## config.mk

```make
export PLATFORM = sky130hd
export DESIGN_NAME = fft_frame_sequencer
export DESIGN_NICKNAME = d
export VERILOG_FILES = /design/src/rtl/fft_frame_sequencer.sv
export SDC_FILE = /design/constraint.sdc
export NUM_CORES = 1
export LEC_CHECK = 0
export ABC_AREA = 1
export CORE_MARGIN = 3
export CORE_UTILIZATION = 25
export CTS_BUF_LIST = sky130_fd_sc_hd__clkbuf_16
export CTS_CLUSTER_SIZE = 40
export DETAILED_ROUTE_END_ITERATION = 8
export GPL_TIMING_DRIVEN = 0
export RECOVER_POWER = 25
export REMOVE_ABC_BUFFERS = 1
export SLEW_MARGIN = 0
export SYNTH_ARGS = -nofsm -noshare
export SYNTH_HDL_FRONTEND = slang
export SYNTH_SLANG_ARGS = --single-unit
```

## constraint.sdc

```tcl
create_clock -name clk -period 3.8 [get_ports clk]
set_input_delay 0.76 -clock clk [delete_from_list [all_inputs] [get_ports clk]]
set_output_delay 0.76 -clock clk [all_outputs]
set_load 0.05 [all_outputs]
```

## src/rtl/fft_frame_sequencer.sv

```systemverilog
// Host-side sequencer for a 2**M-point FFT core. It buffers one frame of samples, drives the
// core's load/start interface, captures the output frame and serves it through a registered read port.
module fft_frame_sequencer #(
    parameter int width   = 16,
    parameter int M       = 5,
    parameter int TIMEOUT = 1024
) (
    input  logic                    clk,
    input  logic                    reset,
    input  logic                    s_valid,
    output logic                    s_ready,
    input  logic signed [width-1:0] s_data,
    output logic                    fft_load,
    output logic                    fft_start,
    output logic [M-1:0]            fft_adr,
    output logic [2*width-1:0]      fft_rd,
    input  logic                    fft_done,
    input  logic [2*width-1:0]      fft_wd,
    output logic                    frame_ready,
    input  logic [M-1:0]            res_adr,
    output logic [2*width-1:0]      res_data,
    input  logic                    res_ack,
    output logic                    err_timeout
);
    localparam int N  = 2**M;
    localparam int TW = $clog2(TIMEOUT + 1);
    localparam logic [M:0]    FULL   = (M+1)'(N);
    localparam logic [TW-1:0] TO_MAX = TW'(TIMEOUT);

    typedef enum logic [2:0] {FILL, LOAD, START, CAPTURE, HOLD} state_t;

    state_t             state_q, state_d;
    logic [M:0]         wr_cnt_q, wr_cnt_d;
    logic [M:0]         ld_cnt_q, ld_cnt_d;
    logic [M:0]         cap_cnt_q, cap_cnt_d;
    logic [TW-1:0]      to_cnt_q, to_cnt_d;
    logic               err_q, err_d;
    logic [2*width-1:0] in_buf  [N];
    logic [2*width-1:0] res_buf [N];
    logic               accept;
    logic               capture;

    assign accept  = s_valid && s_ready;
    assign capture = (state_q == CAPTURE) && fft_done && !reset;

    always_ff @(posedge clk) begin
        if (reset) begin
            state_q <= FILL;
        end else begin
            state_q <= state_d;
        end
    end

    always_ff @(posedge clk) begin
        if (reset) begin
            wr_cnt_q  <= '0;
            ld_cnt_q  <= '0;
            cap_cnt_q <= '0;
            to_cnt_q  <= '0;
            err_q     <= 1'b0;
        end else begin
            wr_cnt_q  <= wr_cnt_d;
            ld_cnt_q  <= ld_cnt_d;
            cap_cnt_q <= cap_cnt_d;
            to_cnt_q  <= to_cnt_d;
            err_q     <= err_d;
        end
    end

    // NOTE: the frame buffers carry no reset; every word is written before it is ever read.
    always_ff @(posedge clk) begin
        if (accept) begin
            in_buf[wr_cnt_q[M-1:0]] <= {s_data, {width{1'b0}}};
        end
        if (capture) begin
            res_buf[cap_cnt_q[M-1:0]] <= fft_wd;
        end
    end

    always_ff @(posedge clk) begin
        if (reset) begin
            res_data <= '0;
        end else begin
            res_data <= res_buf[res_adr];
        end
    end

    always_comb begin
        // NOTE: every target is defaulted first so no path through the case infers a latch.
        state_d   = state_q;
        wr_cnt_d  = wr_cnt_q;
        ld_cnt_d  = ld_cnt_q;
        cap_cnt_d = cap_cnt_q;
        to_cnt_d  = to_cnt_q;
        err_d     = err_q;
        unique case (state_q)
            FILL: begin
                if (accept) begin
                    wr_cnt_d = wr_cnt_q + (M+1)'(1);
                    if (wr_cnt_d == FULL) state_d = LOAD;
                end
            end
            LOAD: begin
                ld_cnt_d = ld_cnt_q + (M+1)'(1);
                if (ld_cnt_d == FULL) state_d = START;
            end
            START: begin
                to_cnt_d = '0;
                state_d  = CAPTURE;
            end
            CAPTURE: begin
                if (fft_done) begin
                    cap_cnt_d = cap_cnt_q + (M+1)'(1);
                    to_cnt_d  = '0;
                    if (cap_cnt_d == FULL) state_d = HOLD;
                end else begin
                    to_cnt_d = to_cnt_q + TW'(1);
                    // Core stalled: abandon the frame and start collecting a new one.
                    if (to_cnt_d == TO_MAX) begin
                        err_d     = 1'b1;
                        wr_cnt_d  = '0;
                        ld_cnt_d  = '0;
                        cap_cnt_d = '0;
                        to_cnt_d  = '0;
                        state_d   = FILL;
                    end
                end
            end
            HOLD: begin
                if (res_ack) begin
                    wr_cnt_d  = '0;
                    ld_cnt_d  = '0;
                    cap_cnt_d = '0;
                    to_cnt_d  = '0;
                    state_d   = FILL;
                end
            end
            default: state_d = FILL;
        endcase
    end

    // Outputs are forced idle while reset is asserted, before the state register catches up.
    always_comb begin
        s_ready     = 1'b0;
        fft_load    = 1'b0;
        fft_start   = 1'b0;
        fft_adr     = '0;
        fft_rd      = '0;
        frame_ready = 1'b0;
        if (!reset) begin
            unique case (state_q)
                FILL:  s_ready = 1'b1;
                LOAD: begin
                    fft_load = 1'b1;
                    fft_adr  = ld_cnt_q[M-1:0];
                    fft_rd   = in_buf[ld_cnt_q[M-1:0]];
                end
                START: fft_start = 1'b1;
                HOLD:  frame_ready = 1'b1;
                default: ;
            endcase
        end
    end

    assign err_timeout = err_q;

endmodule
```

== After elaboration in Yosys (flattened, before gate mapping) ==
Memory sizes are Yosys's and may differ from the RTL's. A register that Yosys moved wholly into a read port is not among the register bits.
Index checks and enable logic that the tools add are counted.

* Memories kept: 2
* Bits in writable memories: 1536
* Input bits: 58
* Register bits: 33
* Word-level logic and storage cells: 82

* Bitwise operators: 1
* Reductions and logical operators: 15
* Equality and inequality tests: 16
* Muxes and demuxes: 38
* Add/sub/neg operators: 4

{| class="wikitable"
|+ Memories
! name !! depth !! bits a word !! read ports !! clocked after Yosys merged registers in !! write ports !! line !! text
|-
| res_buf || 32 || 32 || 1 || 1 || 1 || 39 || <nowiki>logic [2*width-1:0] res_buf [N];</nowiki>
|-
| in_buf || 32 || 16 || 1 || 1 || 1 || 38 || <nowiki>logic [2*width-1:0] in_buf [N];</nowiki>
|}

{| class="wikitable"
|+ Operators with widths
! kind !! count
|-
| two-way mux 32 bit || 2
|-
| case mux 6 bit (3 select lines) || 2
|-
| two-way mux 11 bit || 3
|-
| case mux 11 bit (3 select lines) || 1
|-
| two-way mux 6 bit || 5
|-
| two-way mux 3 bit || 7
|-
| two-way mux 5 bit || 4
|-
| adder 6 x 1 -> 6 bit (second input constant) || 3
|-
| equality test 6 bit (second input constant) || 3
|-
| case mux 3 bit (5 select lines) || 1
|-
| two-way mux 1 bit || 12
|-
| case mux 6 bit (2 select lines) || 1
|-
| adder 11 x 1 -> 11 bit (second input constant) || 1
|-
| equality test 11 bit (second input constant) || 1
|-
| != test 2 bit (second input constant) || 5
|-
| nonzero test 3 bit || 3
|-
| equality test 3 x 2 -> 1 bit (second input constant) || 2
|-
| != test 3 x 2 -> 1 bit (second input constant) || 2
|-
| AND reduction 3 bit || 2
|-
| AND reduction 6 bit || 1
|-
| AND reduction 5 bit || 1
|-
| AND reduction 4 bit || 1
|-
| equality test 3 x 1 -> 1 bit (second input constant) || 1
|-
| equality test 3 bit (second input constant) || 1
|-
| other kinds (7) || 9
|}

== Longest topological paths before layout ==
Gate-level depths: netlist (run 1).

* Depth in word-level cells: 7
* Depth in mapped cells: 14
* Depth with buffers taken out: 14

== Worst setup path after synthesis (run 1) ==
Ideal clock, no wire load.

* Path kind: input to register
* Start point: in reset
* End point: mem res_buf[0][0] (netlist bit) (enable)
* Slack: 0.678 ns
* Arrival: 2.700 ns
* Library setup time: 0.421 ns
* Stages on the path: 4
* Cells stage by stage: clkbuf_1 -> nor2_1 -> nand2_1 -> nor2_1

* Longest elaborated chain between the ends: 4

{| class="wikitable"
|+ RTL lines
! what !! line !! text
|-
| start, declared || 9 || <nowiki>input logic reset,</nowiki>
|-
| zero test 1 bit || n/a ||
|-
| logical AND 1 bit || 44 || <nowiki>assign capture = (state_q == CAPTURE) && fft_done && !reset;</nowiki>
|-
| two-way mux 1 bit || 75 || <nowiki>if (capture) begin</nowiki>
|-
| two-way mux 1 bit (implied by the code) || 76 || <nowiki>res_buf[cap_cnt_q[M-1:0]] <= fft_wd;</nowiki>
|-
| end, declared || 39 ||
|}

Every way passes these cells.

==> flow_summary_export.csv, run 1 <==
group,metric,value,unit
logic_synthesis,synthAdderAreaFrac,0.1976,%
final_layout,fillers,24910,
final_layout,fin_area,75240,um2
timing,slew_viol_final,99,
logic_synthesis,yosysSeqAreaShare,75.04,%
worst_setup_path,arrival,2940,ps
worst_setup_path,reg2regPathDepth,7,
worst_setup_path,path_common_cell,"nor2_1",
logic_synthesis,synth.area.mux_share,0,%
logic_synthesis,synthSimpleGateAreaFrac,9.678,%
power_and_ir_drop,p_sw,8010,uW
power_and_ir_drop,clkPwrFrac,42.2,%
timing,rsz0062_at_grt,"yes",
logic_synthesis,syn_inst,4856,
worst_setup_path,worst_setup_path_end_kind,"primary output",
grt,grt_overflow,0,
floorplanning,fp.dieH,509.3,um
detailed_routing,drt_wl_total,180600,um
timing,layout_setup_ws,101.3,ps
power_and_ir_drop,leakage,0.02366,uW
worst_setup_path,r2r_start,"state_q[0]",
worst_setup_path,crit_type,"register to primary output",
grt,grt_pass1_vias,39420,
power_and_ir_drop,seqPwrFrac,53.5,%
placement,post-dp-hpwl,95450,um
cts,cts_hold_buf,0,
worst_setup_path,r2r_slack,460,ps
logic_synthesis,yosysWarningCount,0,
logic_synthesis,synth-seq-cells,1606,
grt,antenna_found_initial,21,
worst_setup_path,startpoint_type,"register",
floorplanning,die_area,259400,um2
power_and_ir_drop,ir_worst_vdd,0.3954,mV
timing,period_share,97.33,%
timing,fin_crit,3699,ps
detailed_routing,wire_per_inst,21.50,um
floorplanning,start_util,25.17,%
logic_synthesis,synthXorXnorAreaFrac,0,%
run_status,failed_checks,"max-capacitance violations, max-slew violations",
final_layout,layout_common_cells,"1,536 x edfxtp_1, 931 x nor2_1, 777 x o21ai_0",
detailed_routing,first_pass_iters,6,
logic_synthesis,synth.largest_area_cell,"edfxtp_1",
worst_setup_path,slowest_stage,"dfxtp_4",
run_status,status,"finished, violations left",
detailed_routing,drc,0,
timing,fmax,0.2704,GHz
logic_synthesis,synth-compound-area-share,12.11,%
floorplanning,die_w,509.3,um
cts,cts_root_buf,"clkbuf_16",
power_and_ir_drop,swShare,21.98,%
worst_hold_path,hold_end,"err_timeout",
timing,worst_pin_slew,1738,ps
final_layout,final_common_cell,"edfxtp_1",
worst_setup_path,cp_max_fo,19,
timing,relSlewSlack,-15.89,%
placement,place_ws,-1073,ps
placement,place_area,69460,um2
detailed_routing,ant_nets,0,
final_layout,syn_to_final_growth,18.80,%
cts,clk_latency,800,ps
flow_run,cap_viol_max_count,3,
floorplanning,io_pins,132,
logic_synthesis,synth_top_family_by_area,"compound AO/OA/AOI/OAI gates",
grt,track_usage,13.29,%
logic_synthesis,synth_area,63330,um2
worst_setup_path,critPathMaxStageDelay,400,ps
timing,final-hold-violation-count,0,
worst_hold_path,hold_path_class,"register to register",
logic_synthesis,yosysUniqueCellTypes,37,
power_and_ir_drop,p_int,28430,uW
worst_setup_path,r2r_end,"res_buf[13][22]",
placement,io_buffers,115,
logic_synthesis,synth_area_leaders,"edfxtp_1 73%, o21ai_0 6.2%, nor2_1 5.9%",
cts,cts.sinks,1606,
detailed_routing,drt_iter0_markers,4797,
final_layout,final_layout_size_suffix_gt1_share,9.443,%
cts,cts_buffers,157,
detailed_routing,via_per_inst,4.899,
final_layout,nets,4982,
cts,clk_path_buf_depth,3,
cts,cts_max_level,4,
placement,gp_congestion,0.7429,
logic_synthesis,yosysTopAreaCellShare,72.83,%
floorplanning,rows,184,
worst_hold_path,worstHoldStart,"err_timeout",
detailed_routing,vias,41150,
power_and_ir_drop,p_comb_share,4.3,%
grt,grt_pass1_wl,260900,um
worst_setup_path,path_cells,"buf_16 -> inv_16 -> clkbuf_16 -> nor2_1 -> o221ai_1 -> nand3_1 -> nand2_1 -> nor2_1 -> nor2_2 -> buf_6",
timing,setup_viol,0,
worst_setup_path,cp.required,3040,ps
worst_hold_path,holdPathStages,2,
cts,path_clk_slew,60,ps
logic_synthesis,syn_area_per_cell,13.04,um2
cts,cts_tree,"done",
floorplanning,core,251600,um2
power_and_ir_drop,cellPowerDensity,484.3,nW/um2
grt,grt_max_degree,217,
final_layout,finalCoreUtilization,29.90,%
timing,finClkSkew,47.04,ps
-- sequential cells by signal, summed over array words and instances, names as in the netlist, named ones only --
name	flops
state_q	3
cap_cnt_q	6
ld_cnt_q	6
in_buf	512
wr_cnt_q	6
res_data	32
res_buf	1024
err_timeout	1
to_cnt_q	11
-- Yosys cell counts --
master    count
edfxtp_1   1536
nor2_1     1003
o21ai_0     782
o221ai_1    289
nand2_1     257
clkbuf_1    239
nand3_1     218
a21oi_1      86
buf_2        72
dfxtp_1      70
inv_1        70
o22ai_1      67
o21ai_1      36
buf_4        31
o211ai_1     22
buf_1        15
ha_1         10
inv_2         7
nand4_1       7
nand3b_1      5
nor2_4        5
buf_6         3
nand2_2       3
nor2_2        3
nor3_1        3
clkinv_1      2
nand2_4       2
nand3_2       2
nor3_4        2
o21bai_1      2
a211oi_2      1
conb_1        1
inv_4         1
nand3_4       1
nor3b_1       1
nor4_2        1
or2_2         1
-- power by group through the flow --
stage	clock network [uW]	logic (uW)	registers [uW]
after floorplan	0	625	19900
after global placement	0	1620	19900
after detailed placement	0	1560	19900
after CTS	15600	1570	19500
after global routing	16400	1710	19500
final	15400	1570	19500
-- stage by stage --
stage / hold slack, ps / cells / TNS, ps / total power, uW
CTS: 401.6 / 8380 / -43.19 / 36690
global route: 456.2 / 8390 / -21.49 / 37590
finish: 452.2 / 8399 / 0 / 36440
detailed placement: 446.1 / 8068 / -589900 / 21420
floorplan: 451.5 / 4511 / -103190 / 20570
global placement: 452.3 / 7974 / -4802260 / 21490
-- routing by layer --
layer / share of wire, % / global-route usage (%) / vias to the layer above
li1: - / - / 18220
met4: 2.9 / 4.523 / 8
met2: 47 / 21.53 / 1795
met5: 0.028 / 0 / -
met1: 41 / 17.80 / 20790
met3: 8.3 / 2.595 / 335
-- worst max-delay path, delay by kind of cell, from the launching register on --
kind / cells / cell delay, ps
buffers and inverters: 4 / 780
AND/OR/NAND/NOR: 5 / 740
flip-flops: 1 / 400
AO/OA/AOI/OAI: 1 / 200
-- timing repair --
item / in CTS / in global routing
gates cloned: 12 / 4
endpoints found under the setup margin: 21 / 23
gates resized for setup: 131 / 13
setup buffers: 14 / 5
pin swaps: 5 / 3
-- cells by family after synthesis --
| group | count (synthesis) |
|---|---|
| flip-flops | 1606 |
| AND/OR/NAND/NOR | 1514 |
| AO/OA/AOI/OAI | 1285 |
| buffers and inverters | 440 |
| adder cells (fa/ha/maj) | 10 |
| other | 1 |
-- worst max path at each step --
stage	cells past startpoint	from	endpoint	slack, ps
floorplan	7	register	fft_rd[17]	-5340
global placement	8	res_adr[0]	res_data[16]	-31070
detailed placement	10	register	fft_rd[17]	-1070
CTS	10	register	fft_rd[17]	-20
global route	9	register	fft_rd[26]	-20
finish	10	register	fft_rd[25]	100
-- area by class of cell --
class                   count  area (um2)  share of cell area (%)
multi-input cells        2825       14360                   19.09
diodes                     10       25.02                 0.03326
repair inverters            3       28.78                 0.03825
clock buffers             160        4004                   5.321
inverters                  80       375.4                  0.4989
repair buffers            241        3637                   4.834
clock inverters           126        1077                   1.432
flip-flops and latches   1606       47540                   63.19
well taps                3348        4189                   5.567
(Power assumes the default switching activity.)
==> run 2, diff against run 1 <==
CORE_UTILIZATION = 43   (was 25)
==> run 2 against run 1 <==
The run still ends with max-capacitance violations, max-slew violations left. Critical path depth did not move. Via count fell by 1.5%. Cell area fell by 2.1%.
==> flow_summary_export.csv, run 2 (synthesis gave the netlist of run 1 again) <==
group,metric,value,unit
floorplanning,rows,140,
worst_setup_path,reg2regPathDepth,7,
worst_setup_path,cp.required,3040,ps
grt,antenna_found_initial,9,
final_layout,instances_no_fill,6984,
worst_setup_path,crit_type,"register to primary output",
grt,grt_pass1_vias,38520,
cts,cts_buffers,165,
power_and_ir_drop,p_comb_share,4.3,%
timing,fin_crit,3690,ps
timing,setup_viol,0,
floorplanning,fp.dieH,389.8,um
worst_hold_path,hold_path_class,"register to register",
grt,grt_max_degree,233,
placement,gp_congestion,0.7508,
detailed_routing,drt_wl_total,176300,um
timing,rsz0062_at_grt,"yes",
grt,use_met1,29.75,%
timing,finClkSkew,26.30,ps
final_layout,final_layout_size_suffix_gt1_share,9.779,%
worst_hold_path,worstHoldStart,"err_timeout",
worst_setup_path,r2r_start,"state_q[0]",
final_layout,syn_to_final_growth,16.36,%
timing,relSlewSlack,-18.38,%
timing,worst_pin_slew,1776,ps
cts,cts.sinks,1606,
placement,dp.cells,6638,
worst_setup_path,slowest_stage,"dfxtp_4",
worst_hold_path,holdPathStages,2,
grt,grt_pass1_wl,255000,um
cts,cts_max_level,4,
grt,track_usage,22.49,%
cts,path_clk_slew,60,ps
worst_hold_path,hold_end,"err_timeout",
power_and_ir_drop,cellPowerDensity,493.5,nW/um2
detailed_routing,ant_nets,0,
cts,clk_latency,790,ps
final_layout,finalCoreUtilization,50.50,%
final_layout,layout_common_cells,"1,536 x edfxtp_1, 924 x nor2_1, 777 x o21ai_0",
final_layout,largest_reg_flops,1024,
worst_setup_path,startpoint_type,"register",
worst_setup_path,worst_setup_path_end_kind,"primary output",
timing,finalSetupTns,0,ps
run_status,status,"finished, violations left",
power_and_ir_drop,leakage,0.02381,uW
worst_setup_path,cp_max_fo,25,
detailed_routing,first_pass_iters,5,
worst_setup_path,path_common_cell,"buf_16",
power_and_ir_drop,seqPwrFrac,53.6,%
timing,period_share,97.12,%
detailed_routing,wire_per_inst,25.24,um
flow_run,cap_viol_max_count,3,
worst_setup_path,path_cells,"buf_16 -> clkinv_16 -> buf_16 -> o21ai_0 -> o221ai_1 -> nand3_1 -> o211ai_1 -> nand2_1 -> nor2_2 -> buf_6",
floorplanning,die_area,151900,um2
worst_setup_path,arrival,2930,ps
cts,clk_path_buf_depth,3,
power_and_ir_drop,p_int,28440,uW
timing,holdWs,454.7,ps
power_and_ir_drop,p_sw,7924,uW
placement,io_buffers,115,
power_and_ir_drop,swShare,21.79,%
detailed_routing,via_per_inst,5.805,
floorplanning,start_util,43.41,%
worst_setup_path,critPathMaxStageDelay,420,ps
grt,busiest_layer,"met2",
worst_setup_path,r2r_end,"res_buf[8][17]",
cts,cts_root_buf,"clkbuf_16",
worst_setup_path,r2r_slack,420,ps
final_layout,final_common_cell,"edfxtp_1",
detailed_routing,drc,0,
timing,final-hold-violation-count,0,
power_and_ir_drop,clkPwrFrac,42.1,%
detailed_routing,drt_iter0_markers,4325,
floorplanning,die_w,389.8,um
run_status,failed_checks,"max-capacitance violations, max-slew violations",
grt,met2_usage,37.60,%
grt,grt_overflow,0,
final_layout,fillers,12300,
placement,post-dp-hpwl,91100,um
grt,grt_util_met3,3.953,%
floorplanning,io_pins,132,
cts,cts_tree,"done",
timing,fmax,0.2710,GHz
final_layout,nets,4993,
power_and_ir_drop,finalPower,36370,uW
timing,slew_viol_final,99,
power_and_ir_drop,ir_worst_vdd,0.4510,mV
detailed_routing,vias,40540,
floorplanning,core,145900,um2
-- run 2: cell types whose count changed in the layout (fill, tap and decap cells not counted), moves of 5 or more --
cell       change
inv_1         +13
clkbuf_16     +11
buf_6          +9
buf_4          -8
buf_8          -7
nor2_1         -7
buf_12         +5
bufinv_16      -5
clkinv_2       +5
diode_2        -5
nor2_2         +5
-- run 2: how the worst max path moves through the flow --
| stage | endpoint | startpoint | slack [ps] |
|---|---|---|---|
| floorplan | fft_rd[17] | register | -5340 |
| global placement | res_data[9] | res_adr[0] | -31460 |
| detailed placement | res_data[24] | res_adr[0] | -1020 |
| CTS | fft_rd[23] | register | 0.07 |
| global route | fft_rd[28] | register | -20 |
| finish | fft_rd[19] | register | 110 |
-- run 2: layer usage --
metal / share of wire [%] / wire (um) / up-vias
met4: 3.3 / 5737 / 4
met3: 7.8 / 13770 / 325
met1: 40 / 70290 / 20240
met5: 0.015 / 27 / -
met2: 49 / 86450 / 1687
li1: - / - / 18280
-- run 2: power by group through the flow --
stage / logic [uW] / clock network (uW) / registers [uW]
5_1_grt: 1710 / 16300 / 19500
3_5_place_dp: 1560 / 0 / 19900
6_report: 1580 / 15300 / 19500
3_3_place_gp: 1640 / 0 / 19900
4_1_cts: 1580 / 15600 / 19500
2_1_floorplan: 625 / 0 / 19900
-- run 2: final cells by class --
class | instances | area (um2) | share of cell area, %
inverter | 80 | 390.4 | 0.5297
sequential | 1606 | 47540 | 64.51
timing repair buffer | 243 | 3769 | 5.114
clock inverter | 136 | 932.1 | 1.265
timing repair inverter | 4 | 46.29 | 0.06282
clock buffer | 168 | 4204 | 5.705
multi-input combinational | 2825 | 14400 | 19.54
tap | 1917 | 2399 | 3.255
antenna | 5 | 12.51 | 0.01698
-- run 2: stage by stage --
step / instance area (um2) / setup WS [ps]
6_report: 73690 / 109.5
5_1_grt: 73680 / -19.92
4_1_cts: 73450 / 0.06506
3_5_place_dp: 67760 / -1018
3_3_place_gp: 65360 / -31460
2_1_floorplan: 61810 / -5342
-- run 2: what timing repair did --
| action | 4_1_cts | 5_1_grt |
|---|---|---|
| setup buffers | 17 | 2 |
| pin swaps | 9 | 7 |
| endpoints found under the hold margin | 0 | 0 |
| resized for setup | 149 | 21 |
| hold buffers | 0 | 0 |
| setup endpoints to repair | 21 | 16 |
| cloned | 12 | 7 |
-- run 2: worst max-delay path, delay by kind of cell (launching register included) --
family / cells / cell delay [ps]
DFF: 1 / 420
buffers and inverters: 4 / 690
AOI/OAI and AO/OA: 3 / 500
and+or+nand+nor: 3 / 470
